### src/rtl/knight_trail_pkg.sv
// Shared constants for the knight flasher afterglow stage.
// Brightness levels run 0..LEVEL_MAX and the PWM period is LEVEL_MAX cycles.
package knight_trail_pkg;

  localparam int N_DEFAULT     = 8;
  localparam int BW_DEFAULT    = 3;
  localparam int DECAY_DEFAULT = 2;

  function automatic int level_max(input int bw);
    return (1 << bw) - 1;
  endfunction

  localparam int LEVEL_MAX  = level_max(BW_DEFAULT);
  localparam int PWM_PERIOD = LEVEL_MAX;

endpackage

### src/rtl/knight_trail_cell.sv
// One LED slice: brightness level register with saturating decay, and the
// registered PWM comparator that drives the pin.
module knight_trail_cell
  import knight_trail_pkg::*;
#(
  parameter int BW    = BW_DEFAULT,
  parameter int DECAY = DECAY_DEFAULT
) (
  input  logic          ck,
  input  logic          res,
  input  logic          step,
  input  logic          pos_i,
  input  logic [BW-1:0] pwm_cnt,
  output logic          led_i
);

  localparam logic [BW-1:0] LMAX = BW'(level_max(BW));
  localparam logic [BW-1:0] DEC  = BW'(DECAY);

  logic [BW-1:0] r_level;
  logic [BW-1:0] w_level_nxt;
  logic          r_led;

  // NOTE: every always_comb output gets a default first so no path leaves it unassigned (no latch).
  always_comb begin
    w_level_nxt = r_level;
    if (step) begin
      if (pos_i)              w_level_nxt = LMAX;
      else if (r_level > DEC) w_level_nxt = r_level - DEC;
      else                    w_level_nxt = '0;
    end
  end

  // NOTE: sequential state uses non-blocking assignments so all flops update from pre-edge values.
  always_ff @(posedge ck or posedge res) begin
    if (res) begin
      r_level <= '0;
      r_led   <= 1'b0;
    end else begin
      r_level <= w_level_nxt;
      r_led   <= (r_level > pwm_cnt);
    end
  end

  assign led_i = r_led;

endmodule

### src/rtl/knight_trail.sv
// Afterglow trail for the knight flasher: per-LED fading brightness driven
// through a shared free-running PWM counter, with a per-period frame pulse.
module knight_trail
  import knight_trail_pkg::*;
#(
  parameter int N     = N_DEFAULT,
  parameter int BW    = BW_DEFAULT,
  parameter int DECAY = DECAY_DEFAULT
) (
  input  logic         ck,
  input  logic         res,
  input  logic         step,
  input  logic [N-1:0] pos,
  output logic [N-1:0] led,
  output logic         frame
);

  localparam logic [BW-1:0] CNT_LAST = BW'(level_max(BW) - 1);

  logic [BW-1:0] r_pwm_cnt;
  logic          r_frame;
  logic          w_cnt_last;

  assign w_cnt_last = (r_pwm_cnt == CNT_LAST);

  // Counter wraps one short of the all-ones value so a full level stays lit every slot.
  always_ff @(posedge ck or posedge res) begin
    if (res) begin
      r_pwm_cnt <= '0;
      r_frame   <= 1'b0;
    end else begin
      r_frame   <= w_cnt_last;
      r_pwm_cnt <= w_cnt_last ? '0 : r_pwm_cnt + 1'b1;
    end
  end

  assign frame = r_frame;

  for (genvar g = 0; g < N; g++) begin : g_cell
    knight_trail_cell #(
      .BW    (BW),
      .DECAY (DECAY)
    ) u_cell (
      .ck      (ck),
      .res     (res),
      .step    (step),
      .pos_i   (pos[g]),
      .pwm_cnt (r_pwm_cnt),
      .led_i   (led[g])
    );
  end

endmodule

### config.mk
export PLATFORM = sky130hd
export DESIGN_NAME = knight_trail
export DESIGN_NICKNAME = d
export VERILOG_FILES = /design/src/rtl/knight_trail_pkg.sv /design/src/rtl/knight_trail_cell.sv /design/src/rtl/knight_trail.sv
export SDC_FILE = /design/constraint.sdc
export NUM_CORES = 1
export LEC_CHECK = 0
export CELL_PAD_IN_SITES_DETAIL_PLACEMENT = 1
export CELL_PAD_IN_SITES_GLOBAL_PLACEMENT = 2
export CORE_AREA = 2 2 77 79
export DETAILED_ROUTE_END_ITERATION = 7
export DIE_AREA = 0 0 79 81
export PLACE_DENSITY_LB_ADDON = 0.08
export SYNTH_ARGS = -nofsm -noshare
export SYNTH_HDL_FRONTEND = slang
export SYNTH_SLANG_ARGS = --single-unit
### constraint.sdc
create_clock -name ck -period 1.6 [get_ports ck]
set_input_delay 0.24 -clock ck [delete_from_list [all_inputs] [get_ports ck]]
set_output_delay 0.24 -clock ck [all_outputs]
set_load 0.01 [all_outputs]
Word-level counts from Yosys, hierarchy flattened
Cells that the tools add are included.
- add/sub/neg operators: 9
- $lt $le $gt $ge: 16
- equality and inequality tests: 1
- multiplexer cells: 17
- operator list (kind ; number):
    $mux 3 ; 17
    $gt 3x2->1 const B ; 8
    $gt 3x3->1 ; 8
    $sub 3x2->3 const B ; 8
    $add 3x1->3 const B ; 1
    $eq 3x3->1 const B ; 1
- register bits after elaboration: 36
- input bits: 11
- output and inout port bits: 9
- logic and storage cells: 61

Longest topological paths before layout
- word-level depth: 3
- mapped depth: 5
- gate-level depth less buffers: 5

By module
From an unflattened synthesis, not the netlist that was laid out.
- cell total of the unflattened synthesis: 213
- area, all modules: 1911.8 um^2
- by module, submodules not included (module ; instances ; cells each ; area each (um^2) ; sequential area each (um^2)):
    knight_trail_cell ; 8 ; 25 ; 220.2 ; 100.1
    knight_trail ; 1 ; 13 ; 150.1 ; 100.1

Worst setup path after synthesis
No wires, ideal clock.
- kind: flip-flop to flip-flop
- from: register r_pwm_cnt[1]
- to: register g_cell[7].u_cell.r_led
- library setup time: 131 ps
- data arrival time: 1195 ps
- required time: 1469 ps
- slack: 274 ps
- cell stages (with the launch flop): 6
- buffers on the path: 0
- period minus slack after synthesis: 1326 ps
- path through: dfrtp_1 inv_1 ha_1 nor2b_1 o21ai_0 a32oi_1
- longest elaborated chain between the ends: 1
- RTL lines (element ; RTL line ; text):
    start, declared ; knight_trail.sv:20 ; logic [BW-1:0] r_pwm_cnt;
    start signal, assigned ; knight_trail.sv:33 ; r_pwm_cnt <= w_cnt_last ? '0 : r_pwm_cnt + 1'b1;
    $gt 3x3->1 ; knight_trail_cell.sv:41 ; r_led <= (r_level > pwm_cnt);
    end signal, assigned ; knight_trail_cell.sv:41 ;
    end, declared ; knight_trail_cell.sv:22 ; logic r_led;
Every way passes these cells.
A chain may end at the register's enable or synchronous reset.

Worst setup path in the final report
- from: register r_pwm_cnt[1]
- to: register g_cell[6].u_cell.r_led
- longest elaborated chain between the ends: 1
- RTL lines (element ; RTL line):
    $gt 3x3->1 ; knight_trail_cell.sv:41
    end signal, assigned ; knight_trail_cell.sv:41
    end, declared ; knight_trail_cell.sv:22
Every way passes these cells.

==> impl_results.md <==
* Met3 routed WL at 148 um
* Metal2 WL at 1.966 mm
* R2R depth at 6
* Min-Delay Path Class: in2async
* Maxcap violations at 0
* Pleak at 0.001152 uW
* DRC Markers at 0
* Routed wire length at 3.916 mm
* Setup slack, reg-to-reg at 0.11 ns
* Die footprint at 6399 um2
* Post-synth EDFFs at 0
* DR vias/cell at 4.680
* Combinational family with the most area after synthesis: adder cells
* RSZ-0062 raised after global routing: no
* Root buf cell: clkbuf_8
* Die extent in y at 81 um
* Library cells used by synthesis at 21
* DP Wirelength at 2.909 mm
* Fmax at 673.2 MHz
* Mean Syn Cell Area at 9.772 um2
* Clk slew on worst S/H paths at 0.07 ns
* Final hold violation count at 0
* Placed Area at 2202 um2
* H-Tree Depth at 2
* Met1 wire length at 1.740 mm
* Synth Area in Adders at 15.36%
* Num CTS Buffers at 5
* Fin area at 2292 um2
* CP required at 1.76 ns
* Post-cts resize count at 0
* Final worst path period share at 92.84%
* Setup Skew at 0.006032 ns
* Status: finished clean
* Place WS at 0.1173 ns
* Layout cells sized above 1 at 9.459%
* Diodes inserted at 0
* First-pass GRT wire length at 6.817 mm
* GPL Wtd Cong at 0.7269
* Peak VDD IR at 448.5 uV
* Asr flop ratio synth at 100.0%
* CP max stage cell: dfrtp_1
* Worst setup margin at 0.1145 ns
* Tightest Pin Transition at 0.5079 ns
* TritonCTS Sinks at 36
* Post-layout min period at 1.486 ns
* Routed Antenna Nets at 0
* IO Port Bufs at 19
* Yosys warning count at 0
* Final nets at 256
* WP data arrival at 1.64 ns
* Worst r2r dst: g_cell[6].u_cell.led_i$_DFF_PP0_
* Num rows at 28
* Finish-stage setup viols at 0
* Vias in the first global route at 1446
* I/O Pins at 20
* CTS tree: done
* WL/cell at 13.19 um
* Slew Limit Fails at 0
* Worst Setup End Kind: flop
* Startpoint Class: flop
* Core area at 5675 um2
* Max clock buf depth at 2
* Register area share after synthesis at 46.09%
* Ys flop type: dfrtp_1
* Initial antenna violation count at 0
* Commonest non-fill, non-tap cells in the layout: dfrtp_1, nand2_1, inv_1
* Overflow after GRT at 0
* Crit path max fanout at 5
* Setup repair bufs after CTS at 0
* Critical path class: reg2reg
* Setup TNS at 0 ns
* Total number of vias at 1390
* Synth Instances at 200
* Slew headroom at 66.14%
* Worst skew pair latency at 0.29 ns
* RR Startpoint: r_pwm_cnt[1]$_DFF_PP0_
* Synth Area in XOR/XNOR at 0%
* Simple-Gate Fraction of Synth Area at 14.47%
* Synth-to-Final Area Change at 17.29%
* Cell total after placement at 289
* Hold-fix buffers at CTS at 0
* Number of DRC markers in iteration 0 at 36
* Mapped Area at 1954 um2
* Critical-path cell list: inv_1 > buf_4 > ha_1 > nor2b_1 > o21ai_0 > a32oi_1
* Initial core utilization at 34.44%
* Design Power at 2314 uW
* Mux contribution to synthesized area at 0%
* Max stage delay on crit path at 0.38 ns
* Synth Area in Compound Gates at 13.44%
* DR top layer: met4
* Synth Net Count at 235
* Final Instance Count excl. Fillers at 297
* Die Wd at 79 um
* Commonest non-fill, non-tap cell in the layout: dfrtp_1
* Drt pass-1 iters at 4
* Largest net degree at the start of global routing at 37
* Synth Register Bits at 36
* Pwr/cell area at 1010 nW/um2
* Total Routing Usage GR at 14.04%
registers in the layout, indices dropped and copies added (netlist names):
signal,flops
frame,1
r_pwm_cnt,3
g_cell.u_cell.led_i,8
g_cell.u_cell.r_level,24
cells in the mapped netlist (4+ instances only):
cell / count / area (um2)
nor2b_1: 8 / 50.05
nor2_1: 4 / 15.01
inv_1: 27 / 101.4
ha_1: 24 / 300.3
a21oi_2: 4 / 35.03
dfrtp_1: 36 / 900.9
nor2_2: 4 / 25.02
nand2b_1: 7 / 43.79
buf_4: 8 / 60.06
o21ai_0: 14 / 70.07
a32oi_1: 8 / 70.07
nand2_1: 32 / 120.1
a21oi_1: 13 / 65.06
layer usage:
metal	global-route usage, %	vias to the layer above
met5	0	-
met4	5.517	0
met3	3.667	6
met2	23.90	19
met1	17.06	672
li1	-	693
per-stage QoR:
stage | util [%] | hold slack, ns
after detailed placement | 38.80 | 0.4766
after global placement | 38.80 | 0.4703
final | 40.39 | 0.3030
after floorplan | - | 0.3682
after CTS | 40.39 | 0.3098
after global routing | 40.39 | 0.3327
final cells by class:
cell class                 instances  area, um2
sequential                        36      900.9
fill                             674       3383
multi-input combinational        126      845.8
clock buffer                       8      90.09
timing repair buffer              25      260.3
inverter                          27      101.3
tap                               75      93.84
logic make-up after synthesis:
kind of cell               Yosys count
AOI/OAI and AO/OA                   43
adders and majority gates           24
buffers and inverters               38
DFF                                 36
and+or+nand+nor                     59
power breakdown:
part / internal (uW) / total (uW) / leakage [uW] / switching (uW)
Combinational: 260 / 505 / 0.000707 / 245
Clock: 351 / 672 / 0.0000455 / 321
Sequential: 1040 / 1140 / 0.000399 / 95.6
worst max-delay path: cells and delay by family, from the launching register on:
| kind | cells | cell delay, ns |
|---|---|---|
| flip-flops | 1 | 0.38 |
| adder cells (fa/ha/maj) | 1 | 0.30 |
| buffers and inverters | 2 | 0.28 |
| AO/OA/AOI/OAI | 2 | 0.27 |
| AND/OR/NAND/NOR | 1 | 0.13 |
worst max path at each step:
stage / from / end / slack (ns)
detailed placement: r_pwm_cnt[1]$_DFF_PP0_ / g_cell[0].u_cell.led_i$_DFF_PP0_ / 0.12
global placement: step / g_cell[5].u_cell.r_level[0]$_DFFE_PP0P_ / 0.21
CTS: r_pwm_cnt[1]$_DFF_PP0_ / g_cell[0].u_cell.led_i$_DFF_PP0_ / 0.11
floorplan: r_pwm_cnt[1]$_DFF_PP0_ / g_cell[7].u_cell.led_i$_DFF_PP0_ / 0.27
finish: r_pwm_cnt[1]$_DFF_PP0_ / g_cell[6].u_cell.led_i$_DFF_PP0_ / 0.11
global route: r_pwm_cnt[1]$_DFF_PP0_ / g_cell[0].u_cell.led_i$_DFF_PP0_ / 0.003
Power figures use the tool's default switching activity.
